<file path="src/rtl/rr_decoder_arbiter.sv">
// Round-robin arbiter for eight requesters. The grant is reported both as a
// 3-to-8 decoder select/enable and as the matching one-hot vector, all registered.
module rr_decoder_arbiter #(
  parameter int MAX_HOLD = 16
) (
  input  logic       clk,
  input  logic       rst_n,
  input  logic [7:0] req,
  input  logic       rel,      // early release by the current owner ("release" is a reserved word)
  output logic [2:0] sel,
  output logic       en,
  output logic [7:0] grant,
  output logic       busy,
  output logic       timeout
);

  typedef enum logic [1:0] {IDLE, GRANT, GAP} state_t;

  localparam logic [7:0] HOLD_LAST = 8'(MAX_HOLD - 1);

  state_t     state_reg, state_next;
  logic [2:0] sel_reg, sel_next;
  logic       en_reg, en_next;
  logic [7:0] grant_reg, grant_next;
  logic       busy_reg, busy_next;
  logic       timeout_reg, timeout_next;
  logic [2:0] ptr_reg, ptr_next;
  logic [7:0] hcnt_reg, hcnt_next;

  logic [15:0] rot_wide;
  logic [7:0]  rot;
  logic [2:0]  offset;
  logic [2:0]  winner;
  logic        hold_done;
  logic        owner_req;

  // Rotate the request vector so bit 0 is the pointer position; the lowest set bit wins.
  assign rot_wide = {req, req} >> ptr_reg;
  assign rot      = rot_wide[7:0];

  always_comb begin
    offset = 3'd0;
    for (int k = 7; k >= 0; k--) begin
      if (rot[k]) offset = 3'(k);
    end
  end

  assign winner    = ptr_reg + offset;
  assign hold_done = (hcnt_reg == HOLD_LAST);
  assign owner_req = req[sel_reg];

  always_comb begin
    state_next   = state_reg;
    sel_next     = sel_reg;
    en_next      = en_reg;
    busy_next    = busy_reg;
    timeout_next = 1'b0;
    ptr_next     = ptr_reg;
    hcnt_next    = hcnt_reg;
    case (state_reg)
      GRANT: begin
        if (rel || !owner_req || hold_done) begin
          state_next   = GAP;
          en_next      = 1'b0;
          busy_next    = 1'b0;
          ptr_next     = sel_reg + 3'd1;
          // Release and a dropped request both outrank the hold limit as exit causes.
          timeout_next = hold_done && !rel && owner_req;
        end else begin
          hcnt_next = hcnt_reg + 8'd1;
        end
      end
      default: begin
        if (req != 8'h00) begin
          state_next = GRANT;
          sel_next   = winner;
          en_next    = 1'b1;
          busy_next  = 1'b1;
          hcnt_next  = 8'd0;
        end else begin
          state_next = IDLE;
          en_next    = 1'b0;
          busy_next  = 1'b0;
        end
      end
    endcase
  end

  for (genvar gi = 0; gi < 8; gi++) begin : g_decode
    assign grant_next[gi] = en_next && (sel_next == 3'(gi));
  end

  always_ff @(posedge clk) begin
    if (!rst_n) begin
      state_reg   <= IDLE;
      sel_reg     <= 3'd0;
      en_reg      <= 1'b0;
      grant_reg   <= 8'h00;
      busy_reg    <= 1'b0;
      timeout_reg <= 1'b0;
      ptr_reg     <= 3'd0;
      hcnt_reg    <= 8'd0;
    end else begin
      state_reg   <= state_next;
      sel_reg     <= sel_next;
      en_reg      <= en_next;
      grant_reg   <= grant_next;
      busy_reg    <= busy_next;
      timeout_reg <= timeout_next;
      ptr_reg     <= ptr_next;
      hcnt_reg    <= hcnt_next;
    end
  end

  assign sel     = sel_reg;
  assign en      = en_reg;
  assign grant   = grant_reg;
  assign busy    = busy_reg;
  assign timeout = timeout_reg;

endmodule

</file>
<file path="config.mk">
export PLATFORM = sky130hd
export DESIGN_NAME = rr_decoder_arbiter
export DESIGN_NICKNAME = d
export VERILOG_FILES = /design/src/rtl/rr_decoder_arbiter.sv
export SDC_FILE = /design/constraint.sdc
export NUM_CORES = 1
export LEC_CHECK = 0
export CAP_MARGIN = 25
export CORE_MARGIN = 3
export CORE_UTILIZATION = 35
export CTS_CLUSTER_DIAMETER = 150
export DETAILED_ROUTE_END_ITERATION = 12
export PLACE_DENSITY = 0.58
export SYNTH_ARGS = -nofsm -noshare
export SYNTH_HDL_FRONTEND = slang
export SYNTH_SLANG_ARGS = --single-unit
</file>
<file path="constraint.sdc">
create_clock -name clk -period 4.39 [get_ports clk]
set_clock_uncertainty 0.15 [all_clocks]
set_input_delay 0.439 -clock clk [delete_from_list [all_inputs] [get_ports clk]]
set_output_delay 0.439 -clock clk [all_outputs]
set_load 0.05 [all_outputs]
</file>
==> results of run 1 <==
worst max path at each step:
| stage | depth (start not counted) | slack [ps] | end |
|---|---|---|---|
| floorplan | 15 | 1210 | grant[6]$_SDFF_PN0_ |
| global placement | 12 | 750 | grant[6]$_SDFF_PN0_ |
| detailed placement | 13 | 750 | grant[0]$_SDFF_PN0_ |
| CTS | 11 | 950 | grant[7]$_SDFF_PN0_ |
| global route | 11 | 590 | grant[7]$_SDFF_PN0_ |
| finish | 11 | 970 | grant[7]$_SDFF_PN0_ |
report_power, final:
group | switching (uW) | leakage (uW) | total (uW) | internal, uW
clock | 75.2 | 0.0000357 | 197 | 122
sequential | 33.9 | 0.000212 | 292 | 258
combinational | 186 | 0.000438 | 319 | 133
total | 295 | 0.000686 | 808 | 513
per-stage QoR:
stage	hold WS (ps)	cell area (um^2)	util
finish	378	1960	0.444
global route	417	1960	0.444
CTS	373	1960	0.444
detailed placement	356	1890	0.428
global placement	346	1890	0.428
floorplan	321	1620	-
logic make-up (layout without fill, tap and decap cells):
kind of cell             after synthesis  after routing  synth area share
multiplexers                          17             17             0.137
adder cells (fa/ha/maj)                4              4            0.0354
flip-flops                            26             26             0.320
buffers and inverters                 13             35            0.0408
XOR/XNOR                               4              4            0.0216
AO/OA/AOI/OAI                         45             45             0.183
AND/OR/NAND/NOR                       76             76             0.262
layout make-up:
cell class	instances	area share
clock buffers	3	0.0211
clock inverters	1	0.0153
inverters	7	0.0134
multi-input cells	146	0.529
flip-flops and latches	26	0.265
well taps	52	0.0332
repair buffers	24	0.123
routing by layer:
| metal | vias to the layer above | routed length (um) | GRT usage | part of all wire |
|---|---|---|---|---|
| met4 | 0 | 8 | 0.0181 | 0.0023 |
| li1 | 728 | - | - | - |
| met3 | 2 | 110 | 0.0351 | 0.031 |
| met5 | - | 0 | 0 | 0 |
| met1 | 633 | 1840 | 0.199 | 0.53 |
| met2 | 20 | 1540 | 0.223 | 0.44 |
layout by cell type, fill, tap and decap left out, drive strengths merged, types with 2 or more instances in the layout:
cell | Yosys | routed
a211oi | 3 | 3
a21oi | 16 | 16
a31oi | 4 | 4
and2 | 4 | 4
and3 | 3 | 3
clkbuf | 1 | 3
clkdlybuf4s50 | 0 | 24
dfxtp | 26 | 26
ha | 3 | 3
inv | 6 | 6
mux2 | 6 | 6
mux2i | 9 | 9
mux4 | 2 | 2
nand2 | 8 | 8
nand2b | 9 | 9
nand3 | 8 | 8
nand4 | 2 | 2
nor2 | 21 | 21
nor2b | 4 | 4
nor3 | 5 | 5
nor4 | 5 | 5
nor4b | 3 | 3
o2111ai | 2 | 2
o21ai | 9 | 9
o31ai | 2 | 2
or3 | 2 | 2
xnor2 | 2 | 2
xor2 | 2 | 2
worst max-delay path: stages, from the launching register on:
cell	delay [ps]
dfxtp_1	720
mux2_2	410
o21ai_0	350
o2111ai_1	180
a21oi_1	150
a31oi_1	50
o21a_1	130
ha_1	170
inv_1	60
fa_1	430
a21o_1	250
nor4_1	270
==> metrics.md, run 1 <==
| Metric | Value |
|---|---|
| Num ports | `25` |
| VDD IR max | `245 uV` |
| Leak pwr | `0.000686 uW` |
| Seq/Total Area, Yosys | `0.320` |
| Final WS setup | `971 ps` |
| Via/cell ratio | `5.34` |
| Die area | `0.00549 mm^2` |
| Pwr Density | `412 mW/mm^2` |
| Max cap viols | `0` |
| FMAX | `0.292 GHz` |
| ANT cells | `0` |
| CP endpoint kind | `flop` |
| Reg clk slew, reported paths | `90 ps` |
| Core region area | `0.00441 mm^2` |
| Slew Viols, Final | `0` |
| Max_slew headroom | `0.588` |
| Vias in the first global route | `1,354` |
| Cells after synthesis | `185` |
| Post-synth top cells | `dfxtp_1 (26), nor2_1 (21), a21oi_1 (15)` |
| Post-Layout Cell Count | `259` |
| CP Max Fanout | `15` |
| Die W | `74.1 um` |
| Dpl ws | `752 ps` |
| Worst Setup SP | `ptr_reg[1]$_SDFFE_PN0P_` |
| Worst Tran Pin Value | `618 ps` |
| Post-placement cell count | `255` |
| Synth warn | `0` |
| RSZ-0062 raised after global routing | `no` |
| DRC errors left | `0` |
| Syn Area/Cell | `8.78 um^2` |
| Worst R2R Start | `ptr_reg[1]$_SDFFE_PN0P_` |
| Post-synth EDFFs | `0` |
| Nets | `223` |
| Port bufs | `24` |
| Crit Path Class | `flop to flop` |
| Reg2Reg Capture Point | `grant[7]$_SDFF_PN0_` |
| Via count | `1,383` |
| Pwr Total | `808 uW` |
| Area Growth Syn to Fin | `20.7%` |
| DR WL/cell | `13.5 um` |
| Hold endpoint | `hcnt_reg[1]$_SDFFE_PN0P_` |
| Worst hold-check path type | `flop to flop` |
| Area leader, netlist | `dfxtp_1` |
| Clock Tree Buf Depth | `2` |
| Dpl hpwl | `2.64 mm` |
| First-pass GRT wire length | `6.18 mm` |
| CTS tree | `built` |
| PostCTS Resize Cnt | `0` |
| Top post-synthesis cells by area | `dfxtp_1 (32%), nor2_1 (4.9%), a21oi_1 (4.6%), mux2i_1 (4.3%), mux2_2 (3.5%)` |
| Congestion Overflow GR | `0` |
| Setup TNS | `0 ps` |
| Count leader, synth | `dfxtp_1` |
| GR Util All Layers | `0.141` |
| Initial antenna violation count | `0` |
| Hold depth | `2` |
| Hold-fix buffer count after cts | `0` |
| Final setup viols | `0` |
| CTS H-tree depth | `1` |
| Top-area cell type share of the netlist area | `0.320` |
| CTS Root Buffer Type | `clkbuf_8` |
| Netlist cell types | `53` |
| CP startpoint kind | `flop` |
| Outcome | `finished clean` |
| CTS buffer count | `3` |
| Fillers | `432` |
| Post-synthesis async set-or-reset flop share | `0` |
| Hold Vio Cnt, Final | `0` |
| Hold path start | `hcnt_reg[1]$_SDFFE_PN0P_` |
| Post-DRT Antenna Nets | `0` |
| Tcrit/Tclk final | `0.779` |
| Post-CTS Setup Inserts | `0` |
| Net Count, Synth | `200` |
| Largest net degree at the start of global routing | `19` |
| CP required | `4410 ps` |
| Worst-Skew Late Latency | `270 ps` |
| Min cycle time layout | `3420 ps` |
| Flop-to-flop setup slack | `970 ps` |
| Cell Rows | `24` |
| DRT Pass-1 Iters | `4` |
| Top FF cell, synth | `dfxtp_1` |
| Reg area | `520 um^2` |
| R2R depth | `11` |
| Final wirelength | `3.50 mm` |
| Routability cong. | `0.810` |
| DIE HEIGHT | `74.1 um` |
| Share of cells above drive strength 1 | `0.106` |
| Clk sinks | `26` |
| Initial Utilization | `0.368` |
| Arr. time, crit path | `3440 ps` |
| Multi-input gate area | `0.00104 mm^2` |
| Mapped Area | `0.00162 mm^2` |
| #FFs+latches synth | `26` |
| Starting DRT DRC Count | `75` |
Power figures use the tool's default switching activity.
==> run 2: changes to the inputs <==
- clock period: 4.39 -> 3.3 ns (I/O delays scaled with it)
==> metrics.md, run 2 (synthesis gave the netlist of run 1 again) <==
| Metric | Value |
|---|---|
| Initial antenna violation count | `0 (unchanged)` |
| Arr. time, crit path | `3100 ps (-340 ps)` |
| RSZ-0062 raised after global routing | `yes` |
| CP required | `3350 ps (-1060 ps)` |
| Pwr Density | `533 mW/mm^2 (+29%)` |
| Min cycle time layout | `3050 ps` |
| Post-Layout Cell Count | `276 (+6.6%)` |
| Leading cell type in the layout, fill and taps excluded | `dfxtp_1` |
| Worst Tran Pin Value | `597 ps (-20.3 ps)` |
| Hold Slack | `378 ps (+0.173 ps)` |
| Area Growth Syn to Fin | `30.8%` |
| Congestion Overflow GR | `0 (unchanged)` |
| Num ports | `25 (unchanged)` |
| Slew Viols, Final | `0 (unchanged)` |
| Vias in the first global route | `1,332 (-1.6%)` |
| Routability cong. | `0.827 (+2.1%)` |
| Largest net degree at the start of global routing | `16 (-3)` |
| Max_slew headroom | `0.600 (+0.0128)` |
| Cell mode on critical path | `a21oi_1` |
| Outcome | `finished clean` |
| Clk sinks | `26 (unchanged)` |
| Share of cells above drive strength 1 | `0.192 (+0.0857)` |
| FMAX | `0.328 GHz` |
| CP cell instances | `clkdlybuf4s50_1, buf_4, a21oi_1, nand2b_1, a211o_1, o221ai_1, a21oi_1, fa_1, xnor2_2, mux2i_4, nor4b_4` |
| Worst-Skew Late Latency | `270 ps (about the same)` |
| Nets | `240 (+7.6%)` |
| Leak pwr | `0.000782 uW (+14%)` |
| DRT Pass-1 Iters | `5 (+1)` |
| DRC errors left | `0 (unchanged)` |
| Post-DRT Antenna Nets | `0 (unchanged)` |
| Via count | `1,475 (+6.7%)` |
| Tcrit/Tclk final | `0.925` |
| Port bufs | `24 (unchanged)` |
| DR WL/cell | `13.6 um (+0.71%)` |
| Cell Rows | `24 (unchanged)` |
| CP max-delay cell | `fa_1` |
| Starting DRT DRC Count | `99 (+32%)` |
| CP startpoint kind | `input pin` |
| Die W | `74.1 um (unchanged)` |
| CTS H-tree depth | `1 (unchanged)` |
| Max cap viols | `0 (unchanged)` |
| DIE HEIGHT | `74.1 um (unchanged)` |
| ANT cells | `0 (unchanged)` |
| Post-placement cell count | `270 (+5.9%)` |
| Via/cell ratio | `5.34 (about the same)` |
| Worst hold-check path type | `flop to flop` |
| Hold-fix buffer count after cts | `0 (unchanged)` |
| Most frequent cells in the layout | `dfxtp_1 (25), clkdlybuf4s50_1 (24), nor2_1 (21), buf_4 (16), a21oi_1 (15)` |
| Initial Utilization | `0.368 (unchanged)` |
| Fillers | `423 (-2.1%)` |
| First-pass GRT wire length | `6.20 mm (+0.45%)` |
| CTS buffer count | `3 (unchanged)` |
| Final wirelength | `3.76 mm (+7.3%)` |
| Hold Vio Cnt, Final | `0 (unchanged)` |
| CTS tree | `built` |
| Crit-path max cell delay | `480 ps (-240 ps)` |
| Dpl hpwl | `2.94 mm (+11%)` |
| Die area | `0.00549 mm^2 (unchanged)` |
| VDD IR max | `285 uV (+16%)` |
| CP Max Fanout | `9 (-6)` |
| Core region area | `0.00441 mm^2 (unchanged)` |
| GR Util All Layers | `0.144 (+0.00264)` |
| Crit Path Class | `input pin to flop` |
| Final setup viols | `0 (unchanged)` |
| CP endpoint kind | `flop` |
| CTS Root Buffer Type | `clkbuf_8` |
| Clock Tree Buf Depth | `2 (unchanged)` |
| Reg clk slew, reported paths | `90 ps (about the same)` |
-- run 2: cell count changes in the layout (fill, tap and decap cells not counted), sizes merged --
cell and delta:
buf +17
-- run 2: cell type report --
type	instances	area, um^2	area share
Tap cell	52	65.1	0.0306
Multi-Input combinational cell	146	1060	0.498
Inverter	7	26.3	0.0124
Sequential cell	26	524	0.247
Clock inverter	1	30.0	0.0141
Clock buffer	3	41.3	0.0194
Timing Repair Buffer	41	380	0.179
-- run 2: worst paths after layout --
path,end,depth (start not counted),slack [ps],startpoint
setup reg to reg,grant[2]$_SDFF_PN0_,13,270,ptr_reg[1]$_SDFFE_PN0P_
hold / removal,hcnt_reg[7]$_SDFFE_PN0P_,2,380,hcnt_reg[7]$_SDFFE_PN0P_
setup / recovery,grant[2]$_SDFF_PN0_,11,250,req[2]
hold reg to reg,hcnt_reg[7]$_SDFFE_PN0P_,2,380,hcnt_reg[7]$_SDFFE_PN0P_
-- run 2: repair_timing --
action / CTS / global route
setup endpoints to repair: 0 / 10
buffers inserted: 0 / 2
resized for setup: 0 / 5
-- run 2: through the flow --
step / TNS, ps / utilization / power [uW] / cell area, um^2 / setup slack, ps
4_1_cts: 0 / 0.470 / 1120 / 2070 / 23.0
2_1_floorplan: 0 / - / 717 / 1620 / 119
3_5_place_dp: -131 / 0.454 / 855 / 2000 / -62.6
3_3_place_gp: -236 / 0.454 / 853 / 2000 / -104
5_1_grt: -11.5 / 0.481 / 1190 / 2120 / -11.5
6_report: 0 / 0.481 / 1130 / 2120 / 249
-- run 2: per-layer routing --
metal	part of all wire	vias to the layer above	GRT usage	routed length, um
met3	0.041	6	0.0338	155
met5	0	-	0	0
met2	0.45	35	0.223	1690
met1	0.50	674	0.204	1870
met4	0.0099	0	0.0262	37
li1	-	760	-	-
-- run 2: power breakdown --
group	switching, uW	leakage (uW)	internal [uW]
Combinational	276	0.000534	213
Sequential	35.7	0.000212	344
Clock	102	0.0000357	162
-- run 2: worst max-delay path: cells and delay by family --
family	cells	cell delay (ps)
simple gates	2	400
buf+inv	2	620
fa+ha+maj	1	480
mux	1	280
compound gates	4	810
xor+xnor	1	180
==> run 3: changes to the inputs <==
- MAX_ROUTING_LAYER: not set -> met4
==> metrics.md, run 3 (synthesis gave the netlist of run 1 again) <==
| Metric | Value |
|---|---|
| Outcome | `finished clean` |
| Hold endpoint | `hcnt_reg[7]$_SDFFE_PN0P_` |
| Clk sinks | `26 (unchanged)` |
| Initial antenna violation count | `0 (unchanged)` |
| Initial Utilization | `0.368 (unchanged)` |
| CP max-delay cell | `fa_2` |
| Clock Tree Buf Depth | `2 (unchanged)` |
| CP startpoint kind | `input pin` |
| CP delay by family, top | `compound AO/OA/AOI/OAI gates` |
| Arr. time, crit path | `3100 ps (about the same)` |
| Hold Slack | `378 ps (-0.125 ps)` |
| CP cell instances | `clkdlybuf4s50_1, buf_4, mux2_4, nor2_1, nor3_1, a31oi_1, o221ai_1, a21oi_1, fa_2, a21o_1, nor4b_4` |
| Die area | `0.00549 mm^2 (unchanged)` |
| Hold Vio Cnt, Final | `0 (unchanged)` |
| Hold path start | `hcnt_reg[7]$_SDFFE_PN0P_` |
| Post-placement cell count | `270 (unchanged)` |
| CTS tree | `built` |
| DR WL/cell | `13.7 um (+0.69%)` |
| Hold depth | `2 (unchanged)` |
| DIE HEIGHT | `74.1 um (unchanged)` |
| Slew Viols, Final | `0 (unchanged)` |
| Leak pwr | `0.000782 uW (about the same)` |
| Pwr Density | `533 mW/mm^2 (about the same)` |
| Met1 WL | `1.91 mm (+2.3%)` |
| Die W | `74.1 um (unchanged)` |
| Worst R2R Start | `ptr_reg[1]$_SDFFE_PN0P_` |
| CP Max Fanout | `5 (-4)` |
| Reg2Reg Capture Point | `grant[2]$_SDFF_PN0_` |
| DRC errors left | `0 (unchanged)` |
| CP required | `3350 ps (about the same)` |
| DR top layer | `met4` |
| Starting DRT DRC Count | `85 (-14%)` |
| CP endpoint kind | `flop` |
| Crit-path max cell delay | `510 ps (+30 ps)` |
| Post-DRT Antenna Nets | `0 (unchanged)` |
| Via/cell ratio | `5.37 (+0.47%)` |
| Max cap viols | `0 (unchanged)` |
| Post-Layout Cell Count | `276 (unchanged)` |
| Most frequent cells in the layout | `dfxtp_1 (25), clkdlybuf4s50_1 (24), nor2_1 (21), buf_4 (16), a21oi_1 (15)` |
| GR Util All Layers | `0.148 (+0.00476)` |
| DRT Pass-1 Iters | `4 (-1)` |
| Num ports | `25 (unchanged)` |
| CTS buffer count | `3 (unchanged)` |
| Via count | `1,482 (+0.47%)` |
| First-pass GRT wire length | `6.22 mm (+0.21%)` |
| Final wirelength | `3.78 mm (+0.69%)` |
| Area Growth Syn to Fin | `31.0%` |
| Largest net degree at the start of global routing | `16 (unchanged)` |
| CTS Root Buffer Type | `clkbuf_8` |
| Crit Path Class | `input pin to flop` |
| FMAX | `0.328 GHz (about the same)` |
| Vias in the first global route | `1,330 (-0.15%)` |
| Metal2 WL | `1.69 mm (+0.12%)` |
| Core region area | `0.00441 mm^2 (unchanged)` |
| Cell Rows | `24 (unchanged)` |
| Met3 wire length | `137 um (-12%)` |
| Max_slew headroom | `0.594 (-0.00662)` |
| Congestion Overflow GR | `0 (unchanged)` |
| Worst Tran Pin Value | `607 ps (+9.90 ps)` |
| Buffers & Inverters on Critical Path | `2 (unchanged)` |
| Port bufs | `24 (unchanged)` |
| VDD IR max | `286 uV (+0.41%)` |
| Fillers | `425 (+0.47%)` |
| Share of cells above drive strength 1 | `0.196 (+0.00446)` |
| ANT cells | `0 (unchanged)` |
| Leading cell type in the layout, fill and taps excluded | `dfxtp_1` |
| Reg clk slew, reported paths | `90 ps (about the same)` |
| Worst hold-check path type | `flop to flop` |
| Min cycle time layout | `3050 ps (+0.349 ps)` |
| Final setup viols | `0 (unchanged)` |
| Tcrit/Tclk final | `0.925 (about the same)` |
| RSZ-0062 raised after global routing | `yes` |
| Routability cong. | `0.840 (+1.5%)` |
| Flop-to-flop setup slack | `290 ps (+20 ps)` |
| CTS H-tree depth | `1 (unchanged)` |
| Pwr Total | `1130 uW (+0.16%)` |
| R2R depth | `11 (-2)` |
| Worst-Skew Late Latency | `270 ps (about the same)` |
| Dpl hpwl | `2.94 mm (unchanged)` |
| Nets | `240 (unchanged)` |
==> run 3: cell types whose count changed in the layout (fill, tap and decap cells not counted) <==
cell / delta
fa_1: -1
fa_2: +1
==> run 3: routing by layer <==
metal | vias up | GRT usage
met2 | 29 | 0.223
met4 | 0 | 0.0262
met1 | 687 | 0.206
met3 | 6 | 0.0324
li1 | 760 | -
met5 | - | -
==> run 3: through the flow <==
stage / TNS, ps / area (um^2) / worst slack, ps / util
after floorplan: 0 / 1620 / 119 / -
after global placement: -236 / 2000 / -104 / 0.454
after detailed placement: -131 / 2000 / -62.6 / 0.454
after CTS: 0 / 2070 / 23.0 / 0.470
after global routing: -3.21 / 2130 / -3.21 / 0.482
final: 0 / 2130 / 249 / 0.482
==> run 3: cell type report <==
cell class,count,area [um^2],share of cell area
Clock buffer,3,41.3,0.0194
Clock inverter,1,30.0,0.0141
Inverter,7,26.3,0.0124
Multi-Input combinational cell,146,1060,0.498
Sequential cell,26,524,0.246
Tap cell,52,65.1,0.0306
Timing Repair Buffer,41,380,0.179
==> run 3: worst register-to-register path, delay by kind of cell, from the launching register on <==
kind / cells / cell delay, ps
AOI/OAI and AO/OA: 6 / 1070
adders and majority gates: 2 / 610
DFF: 1 / 410
muxes: 1 / 360
and+or+nand+nor: 1 / 270
buffers and inverters: 1 / 60
==> run 3: worst max-delay path by stage <==
stage / from / to / slack, ps / cells after the start
after global routing: req[1] / grant[0]$_SDFF_PN0_ / -3 / 13
after detailed placement: req[2] / grant[5]$_SDFF_PN0_ / -60 / 11
after CTS: ptr_reg[1]$_SDFFE_PN0P_ / grant[5]$_SDFF_PN0_ / 20 / 13
after global placement: req[5] / grant[7]$_SDFF_PN0_ / -100 / 13
after floorplan: ptr_reg[1]$_SDFFE_PN0P_ / grant[6]$_SDFF_PN0_ / 120 / 15
final: req[2] / grant[2]$_SDFF_PN0_ / 250 / 11
==> run 3: what timing repair did <==
action | in CTS | in global routing
endpoints found under the setup margin | 0 | 10
gates resized for setup | 0 | 6
setup buffers | 0 | 2
hold buffers | 0 | 0
==> run 3: power by group <==
group	leakage (uW)	switching, uW	internal (uW)	total [uW]
registers	0.000212	35.7	344	380
logic	0.000534	276	214	490
clock network	0.0000357	102	162	265
